## config.mk

```make
export PLATFORM = sky130hd
export DESIGN_NAME = traffic_light_monitor
export DESIGN_NICKNAME = d
export VERILOG_FILES = /design/src/rtl/traffic_light_pkg.sv /design/src/rtl/traffic_dwell_ctr.sv /design/src/rtl/traffic_light_monitor.sv
export SDC_FILE = /design/constraint.sdc
export NUM_CORES = 1
export LEC_CHECK = 0
export CAP_MARGIN = 5
export CORE_ASPECT_RATIO = 0.7
export CORE_MARGIN = 3
export CORE_UTILIZATION = 60
export DETAILED_ROUTE_END_ITERATION = 6
export DONT_BUFFER_PORTS = 1
export MAX_ROUTING_LAYER = met4
export PLACE_DENSITY = 0.76
export RECOVER_POWER = 100
export SYNTH_ARGS = -nofsm -noshare
export SYNTH_HDL_FRONTEND = slang
export SYNTH_HIERARCHICAL = 1
export SYNTH_SLANG_ARGS = --single-unit
```

## constraint.sdc

```tcl
create_clock -name clk -period 3.9 [get_ports clk]
set_input_delay 0.78 -clock clk [delete_from_list [all_inputs] [get_ports clk]]
set_output_delay 0.78 -clock clk [all_outputs]
set_load 0.02 [all_outputs]
```

## src/rtl/traffic_light_pkg.sv

```systemverilog
// Shared types and input decode for the traffic-light monitor.
// Resync behaviour is selected in the top by TRAFFIC_MON_RESYNC_EN.
package traffic_light_pkg;

  typedef enum logic [1:0] {
    L_RED    = 2'b00,
    L_GREEN  = 2'b01,
    L_YELLOW = 2'b10,
    L_BAD    = 2'b11
  } light_t;

  typedef enum logic [2:0] {
    PH_IDLE  = 3'd0,
    PH_NS_G  = 3'd1,
    PH_NS_Y  = 3'd2,
    PH_EW_G  = 3'd3,
    PH_EW_Y  = 3'd4,
    PH_FAULT = 3'd5
  } phase_t;

  typedef enum logic [2:0] {
    E_NONE     = 3'd0,
    E_CODE     = 3'd1,
    E_CONFLICT = 3'd2,
    E_SEQ      = 3'd3,
    E_SHORT    = 3'd4,
    E_LONG     = 3'd5
  } err_t;

  typedef struct packed {
    err_t   err;
    phase_t ph;
  } obs_t;

  // ph is PH_IDLE for all-red; err is set for unusable samples
  function automatic obs_t decode(light_t ns, light_t ew);
    obs_t o;
    o.err = E_NONE;
    o.ph  = PH_IDLE;
    if (ns == L_BAD || ew == L_BAD)
      o.err = E_CODE;
    else if (ns != L_RED && ew != L_RED)
      o.err = E_CONFLICT;
    else if (ns == L_GREEN)
      o.ph = PH_NS_G;
    else if (ns == L_YELLOW)
      o.ph = PH_NS_Y;
    else if (ew == L_GREEN)
      o.ph = PH_EW_G;
    else if (ew == L_YELLOW)
      o.ph = PH_EW_Y;
    return o;
  endfunction

  function automatic phase_t succ(phase_t p);
    phase_t n;
    unique case (p)
      PH_NS_G: n = PH_NS_Y;
      PH_NS_Y: n = PH_EW_G;
      PH_EW_G: n = PH_EW_Y;
      PH_EW_Y: n = PH_NS_G;
      default: n = p;
    endcase
    return n;
  endfunction

endpackage

```

## src/rtl/traffic_dwell_ctr.sv

```systemverilog
// Saturating dwell counter: clear, load-to-1, or increment up to sat_i.
// Used by traffic_light_monitor to time each phase.
module traffic_dwell_ctr #(
  parameter int W = 3
) (
  input  logic         clk,
  input  logic         rst,
  input  logic         clr_i,
  input  logic         load_i,
  input  logic         inc_i,
  input  logic [W-1:0] sat_i,
  output logic [W-1:0] cnt_o
);

  logic [W-1:0] cnt_q;

  always_ff @(posedge clk) begin
    if (rst || clr_i)
      cnt_q <= '0;
    else if (load_i)
      cnt_q <= W'(1);
    else if (inc_i && cnt_q < sat_i)
      cnt_q <= cnt_q + 1'b1;
  end

  assign cnt_o = cnt_q;

endmodule

```

## src/rtl/traffic_light_monitor.sv

```systemverilog
// Passive phase/dwell checker for a two-way traffic light.
// Define TRAFFIC_MON_RESYNC_EN to resync after errors instead of latching FAULT.
module traffic_light_monitor
  import traffic_light_pkg::*;
#(
  parameter int GREEN_MIN  = 5,
  parameter int GREEN_MAX  = 6,
  parameter int YELLOW_MIN = 2,
  parameter int YELLOW_MAX = 3,
  parameter int CNT_W      = 16
) (
  input  logic             clk,
  input  logic             rst,
  input  logic [1:0]       ns_light,
  input  logic [1:0]       ew_light,
  output logic [2:0]       phase,
  output logic             err_pulse,
  output logic [2:0]       err_code,
  output logic             err_sticky,
  output logic [CNT_W-1:0] cycle_count
);

  localparam int MAXD = (GREEN_MAX > YELLOW_MAX) ? GREEN_MAX : YELLOW_MAX;
  localparam int DW   = $clog2(MAXD + 2);

  phase_t           phase_q, phase_d;
  err_t             code_q, err_d;
  logic             pulse_q, sticky_q;
  logic [CNT_W-1:0] cnt_q;
  logic [DW-1:0]    dwell_q, min_c, max_c, sat_c;
  logic             load_c, inc_c, clr_c, cyc_c;
  obs_t             obs;

  always_comb obs = decode(light_t'(ns_light), light_t'(ew_light));

  always_comb begin
    if (phase_q == PH_NS_G || phase_q == PH_EW_G) begin
      min_c = DW'(GREEN_MIN);
      max_c = DW'(GREEN_MAX);
    end else begin
      min_c = DW'(YELLOW_MIN);
      max_c = DW'(YELLOW_MAX);
    end
    sat_c = max_c + 1'b1;
  end

  always_comb begin
    phase_d = phase_q;
    err_d   = E_NONE;
    load_c  = 1'b0;
    inc_c   = 1'b0;
    clr_c   = 1'b0;
    cyc_c   = 1'b0;
    unique case (phase_q)
      PH_IDLE: begin
        if (obs.err != E_NONE) begin
          err_d = obs.err;
        end else if (obs.ph != PH_IDLE) begin
          phase_d = obs.ph;
          load_c  = 1'b1;
        end
      end
      PH_NS_G, PH_NS_Y, PH_EW_G, PH_EW_Y: begin
        if (obs.err != E_NONE) begin
          err_d = obs.err;
        end else if (obs.ph == phase_q) begin
          inc_c = 1'b1;
          // fires only on the step to MAX+1; saturation keeps it single
          if (dwell_q == max_c)
            err_d = E_LONG;
        end else if (obs.ph == succ(phase_q)) begin
          if (dwell_q < min_c)
            err_d = E_SHORT;
          phase_d = obs.ph;
          load_c  = 1'b1;
          cyc_c   = (phase_q == PH_EW_Y);
        end else begin
          err_d = E_SEQ;
        end
      end
      default: ;
    endcase

`ifdef TRAFFIC_MON_RESYNC_EN
    if (err_d == E_CODE || err_d == E_CONFLICT) begin
      phase_d = PH_IDLE;
      load_c  = 1'b0;
      inc_c   = 1'b0;
      clr_c   = 1'b1;
    end else if (err_d == E_SEQ) begin
      phase_d = obs.ph;
      load_c  = (obs.ph != PH_IDLE);
      clr_c   = (obs.ph == PH_IDLE);
    end
`else
    if (err_d != E_NONE) begin
      phase_d = PH_FAULT;
      load_c  = 1'b0;
      inc_c   = 1'b0;
      cyc_c   = 1'b0;
    end
`endif
  end

  traffic_dwell_ctr #(.W(DW)) u_dwell (
    .clk    (clk),
    .rst    (rst),
    .clr_i  (clr_c),
    .load_i (load_c),
    .inc_i  (inc_c),
    .sat_i  (sat_c),
    .cnt_o  (dwell_q)
  );

  always_ff @(posedge clk) begin
    if (rst) begin
      phase_q  <= PH_IDLE;
      pulse_q  <= 1'b0;
      code_q   <= E_NONE;
      sticky_q <= 1'b0;
      cnt_q    <= '0;
    end else begin
      phase_q <= phase_d;
      pulse_q <= (err_d != E_NONE);
      if (err_d != E_NONE) begin
        code_q   <= err_d;
        sticky_q <= 1'b1;
      end
      if (cyc_c)
        cnt_q <= cnt_q + 1'b1;
    end
  end

  assign phase       = phase_q;
  assign err_pulse   = pulse_q;
  assign err_code    = code_q;
  assign err_sticky  = sticky_q;
  assign cycle_count = cnt_q;

endmodule

```

# Word level (Yosys, flattened, before mapping)
# Index checks and enable logic that the tools add are counted.
op_classes:
  n_lt_le_gt_ge: 2
  n_addsub: 3
  n_eq_ne: 23
  mux: 46
  n_reduce_logical: 18
ops:
  columns: ["operator", "count"]
  rows:
  - ["2-to-1 mux 3 bit", 24]
  - ["2-to-1 mux 1 bit", 17]
  - ["adder 16 x 1 -> 16 bit (second input constant)", 1]
  - ["!= test 3 bit (second input constant)", 5]
  - ["case mux 3 bit (2 select lines)", 2]
  - ["case mux 3 bit (4 select lines)", 1]
  - ["AND reduction 6 bit", 2]
  - ["nonzero test 3 bit", 4]
  - ["!= test 2 bit (second input constant)", 5]
  - ["equality test 3 bit", 3]
  - ["equality test 2 bit (second input constant)", 4]
  - ["nonzero test 2 bit", 4]
  - ["adder 3 x 1 -> 3 bit (second input constant)", 2]
  - ["equality test 3 x 2 -> 1 bit (second input constant)", 2]
  - ["less-than comparator 3 bit", 2]
  - ["equality test 2 x 1 -> 1 bit (second input constant)", 2]
  - ["OR reduction 2 bit", 2]
  - ["OR reduction 4 bit", 1]
  - ["equality test 3 x 1 -> 1 bit (second input constant)", 1]
  - ["equality test 3 bit (second input constant)", 1]
  - ["logical NOT 3 bit", 1]
  - ["logical AND 1 bit", 2]
  - ["logical OR 1 bit", 2]
  - ["2-to-1 mux 2 bit", 1]
  - ["case mux 1 bit (2 select lines)", 1]
totals:
  in_bits: 6
  regBits: 27
  elab_cells: 100

# Longest topological paths before layout
depth:
  word_depth: 21
  depth_mapped: 14

# By module
# Netlist, hierarchy kept.
by_module_without_submodules:
  columns: ["module", "instances", "cells_each", "area_per_inst_um2"]
  rows:
  - ["traffic_light_monitor", 1, 197, 1622.8]
  - ["traffic_dwell_ctr", 1, 21, 200.2]

# Worst setup path before layout
# No wires, ideal clock.
synth_timing:
  path_type: "register to register"
  from: "register phase_q[0], in the netlist phase[0]"
  to: "register u_dwell.cnt_q[1], in the netlist u_dwell/cnt_o[1]"
  path_slack_ns: 0.697
  path_stages_with_launch: 14
  path_buffers: 1
  setup_time_ns: 0.118
  t_arrival_ns: 3.086
  cell_sequence: "dfxtp_1 clkbuf_1 nor2b_1 ha_1 nor2b_1 o21ai_0 or3b_2 o211a_1 mux2i_1 nor3_1 and2b_2 o211ai_2 mux2i_1 nor4_1"
synth_between:
  elab_cells_between_ends: 37
  classes_between: "add/sub: 1; order compare: 2; eq/ne: 7; mux: 21; reduce/logical: 6"
synth_rtl:
  columns: ["item", "line_no", "text"]
  rows:
  - ["from (decl)", "traffic_light_monitor.sv:26", "phase_t phase_q, phase_d;"]
  - ["from (signal assigned)", "traffic_light_monitor.sv:123", "phase_q <= phase_d;"]
  - ["equality test 3 x 1 -> 1 bit or equality test 3 x 2 -> 1 bit (tied branches)", "traffic_light_monitor.sv:37", "if (phase_q == PH_NS_G || phase_q == PH_EW_G) begin"]
  - ["logical OR 1 bit *", "traffic_light_monitor.sv:37", null]
  - ["2-to-1 mux 3 bit *", "traffic_light_monitor.sv:37", null]
  - ["named net max_c[2]", "traffic_light_monitor.sv:30", "logic [DW-1:0] dwell_q, min_c, max_c, sat_c;"]
  - ["equality test 3 bit *", "traffic_light_monitor.sv:69", "if (dwell_q == max_c)"]
  - ["2-to-1 mux 3 bit *", "traffic_light_monitor.sv:69", null]
  - ["2-to-1 mux 3 bit *", "traffic_light_monitor.sv:66", "end else if (obs.ph == phase_q) begin"]
  - ["2-to-1 mux 3 bit *", "traffic_light_monitor.sv:64", "if (obs.err != E_NONE) begin"]
  - ["case mux 3 bit (2 select lines) *", "traffic_light_monitor.sv:54", "unique case (phase_q)"]
  - ["nonzero test 3 bit *", "traffic_light_monitor.sv:96", "if (err_d != E_NONE) begin"]
  - ["2-to-1 mux 1 bit *", "traffic_light_monitor.sv:96", null]
  - ["named net inc_c", "traffic_light_monitor.sv:31", "logic load_c, inc_c, clr_c, cyc_c;"]
  - ["logical AND 1 bit *", "traffic_dwell_ctr.sv:22", "else if (inc_i && cnt_q < sat_i)"]
  - ["to (signal assigned)", "traffic_dwell_ctr.sv:23", "cnt_q <= cnt_q + 1'b1;"]
  - ["to (decl)", "traffic_dwell_ctr.sv:15", "logic [W-1:0] cnt_q;"]
# The timed path passes the listed nets; every way through them passes the cells marked *. The select of a mux whose other input is x is not followed.
# A chain may end at the register's enable or synchronous reset.

# Worst setup path after layout
layout_timing:
  from: "register phase_q[1], in the netlist phase[1]"
  to: "register u_dwell.cnt_q[2], in the netlist u_dwell/cnt_o[2]"
layout_between:
  elab_chain_cells: 13
  elab_cells_between_ends: 37
  classes_between: "add/sub: 1; order compare: 2; eq/ne: 7; mux: 21; reduce/logical: 6"
layout_rtl:
  columns: ["item", "line_no", "text"]
  rows:
  - ["equality test 3 bit, or another cell as far along", "traffic_light_pkg.sv:57, traffic_light_monitor.sv:54", null]
  - ["case mux 3 bit (4 select lines)", "traffic_light_pkg.sv:57", "unique case (p)"]
  - ["2-to-1 mux 3 bit", "traffic_light_monitor.sv:66", null]
  - ["2-to-1 mux 3 bit", "traffic_light_monitor.sv:64", null]
  - ["2-to-1 mux 3 bit", "traffic_light_monitor.sv:54", null]
  - ["equality test 3 bit", "traffic_light_monitor.sv:71", "end else if (obs.ph == succ(phase_q)) begin"]
  - ["2-to-1 mux 3 bit", "traffic_light_monitor.sv:71", null]
  - ["2-to-1 mux 3 bit", "traffic_light_monitor.sv:66", null]
  - ["2-to-1 mux 3 bit", "traffic_light_monitor.sv:64", null]
  - ["case mux 3 bit (2 select lines)", "traffic_light_monitor.sv:54", null]
  - ["nonzero test 3 bit", "traffic_light_monitor.sv:96", null]
  - ["2-to-1 mux 1 bit *", "traffic_light_monitor.sv:96", null]
  - ["named net inc_c", "traffic_light_monitor.sv:31", null]
  - ["logical AND 1 bit *", "traffic_dwell_ctr.sv:22", null]
# Marked as above.

==> impl_metrics.ini <==
[outcome]
status = complete, no violations

[run]
maxCapViolCount = 0

[timing]
drv_slew = 0
tightest_slew_ps = 1050
rsz0062_at_grt = no
fin_setup_tns_ps = 0
holdWs_ps = 554
slew_headroom_pct = 29.6
fin_skew_ps = 2.09
clock.fmax_mhz = 277
period_needed_ps = 3610
fin_crit_sh_pct = 92.5
hold_viol = 0
setup_viol = 0

[final_layout]
fin_area_sq_um = 1840
drive_gt1_share_pct = 8.45
n_antenna_cell = 0
fillerInstances = 243
fin_nets = 228
syn2layout_area_growth_pct = 0.686

[logic_synthesis]
synth_seq_cells = 27
synth_most_common_cell = dfxtp_1
syn_area_per_cell_sq_um = 8.36
synth-async-reset-ratio_pct = 0
ys.flop_type = dfxtp_1
synth_seq_area_share_pct = 29.6
yosysTopAreaCell = dfxtp_1
netlist_instances = 218
netlist_top_cells_count = dfxtp_1 (27), a21oi_1 (22), o21ai_0 (19)
synthDistinctLibCells = 59
yosysWarningCount = 6
synth.area.top_cells = dfxtp_1 (30%), a21oi_1 (6.0%), ha_1 (5.5%)
synth_area_sq_um = 1820
synth_top_cell_area_share_pct = 29.6
synth_edf_count = 0

[floorplanning]
core_area_sq_um = 2840
die_h_um = 52.1
io_pins = 30
start_util_pct = 64.1
die-area_sq_um = 3750
die_w_um = 71.9
rows = 16

[cts]
postCtsResizedCells = 0
cts_tree = done
cts_inserted_buffers = 3
ctsHtreeMaxLevel = 1
clockRootBuffer = clkbuf_8
clkLatencyLatePin_ps = 270
numClockSinks = 27
hold_buffers = 0
clock_path_buffers = 2
post_cts_buffers = 0
path_clk_slew_ps = 80

[setup_path]
required_ps = 4060
r2r_start = phase[1]
criticalPathCategory = flop to flop
worst_ep_arrival_time_ps = 3760
worst-r2r-cell-count = 10
end_kind = flop
r2r_slack_ps = 290
r2r_end = u_dwell/cnt_o[2]
worstSetupStartpointType = flop
crit_fanout = 14

[routing]
viasPerCell = 6.61
ant_nets = 0
first_pass_iters = 4
vias = 1646
drt_first_iter_violations = 94
wire_per_inst_um = 17.4
totalWireLength_mm = 4.33
drc = 0

[place]
place_congestion = 0.892
place_area_sq_um = 1810
port_buffers = 0
dp_hpwl_mm = 3.33

[global_route]
track_usage_pct = 24.6
grt_first_pass_wirelength_mm = 7.02
antenna_found_initial = 0
grt_pass1_vias = 1527
overflow = 0
grt_max_degree = 30

[min_path]
hp-class = flop to flop
min_to = err_sticky
min_path_cells = 2
min_from = err_sticky

[power_and_ir_drop]
powerDensity_nw_per_um2 = 526
p_leak_nw = 0.655
finalPower_mw = 0.966
peakVddDrop_mv = 0.293
## report_power, final
group | switching (mW) | internal [mW] | leakage [nW]
Sequential | 0.0700 | 0.312 | 0.220
Combinational | 0.255 | 0.178 | 0.410
Clock | 0.0797 | 0.0714 | 0.0255
## area by class of cell
cell class | count | area, sq um | area share, %
well taps | 36 | 45.0 | 2.45
multi-input cells | 172 | 1160 | 63.5
repair buffers | 1 | 3.75 | 0.204
clock buffers | 3 | 41.3 | 2.25
flip-flops and latches | 27 | 542 | 29.5
inverters | 9 | 33.8 | 1.84
clock inverters | 1 | 5.00 | 0.273
## through the flow
stage	util, %	worst slack (ps)	cells
final	64.6	293	249
after global routing	64.6	105	249
after CTS	65.4	348	249
after detailed placement	63.8	377	245
after global placement	63.8	550	245
after floorplan	-	697	220
## worst max-delay path: stages, from the launching register on
cell       delay [ps]
dfxtp_1           500
or4b_1            590
o2bb2ai_1         180
a21oi_1            70
o31ai_1           850
mux2i_1           320
nor3_1            240
and2b_2           190
o2111ai_1         140
xor2_1            170
nor4_1            240
## logic make-up (layout without fill, tap and decap cells)
family	after synthesis	count (layout)	share of synthesized area, %
muxes	7	7	3.91
xor gates and xnor gates	8	8	4.26
and+or+nand+nor	80	80	26.4
DFF	27	27	29.7
adders and majority gates	9	9	6.04
buffers and inverters	21	14	5.63
other	2	4	0.412
AOI/OAI and AO/OA	64	64	23.7
## worst max-delay path by stage
| stage | startpoint | endpoint | slack (ps) | cells after the start |
|---|---|---|---|---|
| 6_report | phase[1] | u_dwell/cnt_o[2] | 290 | 10 |
| 5_1_grt | phase[1] | u_dwell/cnt_o[2] | 100 | 10 |
| 4_1_cts | phase[0] | u_dwell/cnt_o[2] | 350 | 12 |
| 3_5_place_dp | phase[0] | u_dwell/cnt_o[2] | 380 | 12 |
| 3_3_place_gp | phase[0] | u_dwell/cnt_o[1] | 550 | 12 |
| 2_1_floorplan | phase[0] | u_dwell/cnt_o[1] | 700 | 13 |
## placed cells by master, fill, tap and decap left out, types with 6 or more instances in the layout
cell     instances
dfxtp_1         26
a21oi_1         22
ha_1             8
nor3_1           6
or3_1           12
nand2_1         10
nor2_1          10
inv_1            9
mux2i_1          6
o21ai_0         20
## flip-flops by register name, summed over array words and instances, names as in the netlist
name,flops
err_sticky,1
err_pulse,1
err_code,3
cycle_count,16
u_dwell/cnt_o,3
phase,3
## per-layer routing
layer | GRT usage, % | vias up | wire [um] | part of all wire (%)
met2 | 39.2 | 60 | 1990 | 46
met5 | - | - | 0 | 0
met3 | 4.83 | 6 | 288 | 6.7
met1 | 32.8 | 786 | 1990 | 46
met4 | 4.69 | 0 | 51 | 1.2
li1 | - | 794 | - | -
Note: power is estimated with default switching activity, not from simulation.
==> RTL change: new RTL, same settings <==
Register the output `cycle_count` once more, cleared by the reset; this adds one clock of latency there. The other outputs are not delayed to match.
--- a/src/rtl/traffic_light_monitor.sv
+++ b/src/rtl/traffic_light_monitor.sv
@@ -135,7 +135,13 @@
   assign err_pulse   = pulse_q;
   assign err_code    = code_q;
   assign err_sticky  = sticky_q;
-  assign cycle_count = cnt_q;
+  always_ff @(posedge clk) begin
+    if (rst) begin
+      cycle_count <= '0;
+    end else begin
+      cycle_count <= cnt_q;
+    end
+  end
 
 endmodule
 
Formal check against the unedited RTL: not equivalent (Yosys sat finds a counterexample within 4 cycles, from zero or initial values and one cycle with rst high).
==> RTL change against the unedited design <==
Worst hold slack worse by 75 ps. Cell count up 23%. Setup slack better by 92 ps. Synthesized area up 24%. Global-route usage down 2.3 points. Final area up 30%. Routed wire length up 8.1%. Fmax up 2.6%. Sequential cell count up 16. Critical path type unchanged. Critical endpoint is now cnt_q[14].
Power is not compared: it rests on default switching activity, and its combinational part moved more than twofold at a synthesized area within 25%.
==> RTL change: results (changes against the unedited design) <==
[placed_design]
dp.cells = 299  ; +22%
dp_hpwl_um = 3460  ; +3.9%
gp_congestion = 0.917  ; +2.8%
port_buffers = 0  ; unchanged
placed_area_um2 = 2270  ; +25%

[cts]
h-tree-depth = 2  ; +1
cts_buffers = 5  ; +2
cts_resized = 0  ; unchanged
cts_root_buf = clkbuf_8
postCtsSetupRepairBufs = 0  ; unchanged
clk_latency_ps = 290  ; +20 ps
path_clk_slew_ps = 80  ; about the same
clockBufferDepth = 2  ; unchanged

[logic_synthesis]
async_flop_share = 0  ; unchanged
synth_warnings = 6  ; unchanged
synthXorXnorAreaFrac = 0.0272  ; -0.0153
synth_common_cells = dfxtp_1, nor2_1, a21oi_1
synth_area_leaders = dfxtp_1, nor2_1, ha_1
synth_fa_ha_area_frac = 0.0533  ; -0.00706
synth_mux_area_frac = 0.0583  ; +0.0192
synth_compound_area_frac = 0.161  ; -0.0764
synth.avg_cell_area_um2 = 8.63  ; +3.2%
ys_seq_area_frac = 0.382  ; +0.0857
synth.distinct_cells = 55  ; -6.8%

[critical_path]
critPathLaunchType = flop
critPathArrivalTime_ps = 3730  ; -30 ps
worst_path_max_delay_cell = dfxtp_1
r2r-start = phase[0]
path_max_fanout = 14  ; unchanged
r2r-end = cnt_q[14]
rrSetupSlack_ps = 390  ; +90 ps
cp_top_family = simple AND/OR/NAND/NOR gates
slowest_delay_ps = 580  ; -270 ps
reg2regPathDepth = 10  ; unchanged
endpoint_kind = flop

[grt]
grt_pass1_vias = 1633  ; +6.9%
grt_max_degree = 44  ; +47%
grtUsageTotal = 0.223  ; -0.0229
grt_pass1_wl_um = 7800  ; +11%
antenna_found_initial = 0  ; unchanged

[finish]
antenna_cells = 0  ; unchanged
fin_nets = 273  ; +20%
drive_above_1_share = 0.108  ; +0.0232
top_regs = cnt_q (16), cycle_count (16)

[drt]
first_pass_iters = 4  ; unchanged
drt_wl_total_um = 4680  ; +8.1%
vias = 1861  ; +13%
vias_per_cell = 6.06  ; -8.3%
drc = 0  ; unchanged
drtIter0Drc = 149  ; +59%

[power_and_ir_drop]
p_sw_uw = 288
ir_drop_mv = 0.255
leakage_nw = 0.943

[timing]
fin_skew_ps = 5.23  ; +3.14 ps
worst_slew_pin_slew_ps = 716  ; -331 ps

[min_path]
hp-class = flop to flop

[status]
status = completed

==> RTL change: per-stage QoR <==
step                 util  hold slack [ps]  worst slack, ps
finish              0.710              479              386
floorplan               -              447              944
global placement    0.676              464              658
global route        0.710              517              195
detailed placement  0.676              468              520
CTS                 0.711              482              463
==> RTL change: power by group through the flow <==
stage / Sequential [mW] / Combinational [mW] / Clock [mW]
detailed placement: 0.496 / 0.191 / 0
floorplan: 0.493 / 0.162 / 0
global placement: 0.496 / 0.190 / 0
global route: 0.488 / 0.217 / 0.372
CTS: 0.486 / 0.193 / 0.357
finish: 0.486 / 0.194 / 0.353
==> RTL change: metal layers <==
metal  wire length [um]  up-vias  GRT usage
met2               1820       83      0.290
met1               2320      851      0.326
met5                  0        -          -
met4                 32        0     0.0368
li1                   -      922          -
met3                505        5     0.0883
==> RTL change: kinds of logic after synthesis <==
group / Yosys count
muxes: 12
adders and majority gates: 10
buffers and inverters: 27
DFF: 43
AOI/OAI and AO/OA: 53
and+or+nand+nor: 107
other: 2
xor gates and xnor gates: 7
==> RTL change: final cells by class <==
type | count | area [um2]
inverters | 13 | 48.8
repair buffers | 3 | 18.8
clock inverters | 2 | 35.0
fillers | 279 | 975
flip-flops and latches | 43 | 861
multi-input cells | 193 | 1280
clock buffers | 6 | 82.6
well taps | 47 | 58.8
==> RTL change: worst min-delay path by stage <==
| stage | startpoint | end | slack (ps) | depth (start not counted) |
|---|---|---|---|---|
| after floorplan | cnt_q[15] | cnt_q[15] | 450 | 2 |
| after global placement | cnt_q[15] | cnt_q[15] | 460 | 2 |
| after detailed placement | cnt_q[6] | cycle_count[6] | 470 | 2 |
| after CTS | cnt_q[6] | cycle_count[6] | 480 | 2 |
| after global routing | cnt_q[15] | cycle_count[15] | 520 | 1 |
| final | cnt_q[6] | cycle_count[6] | 480 | 2 |
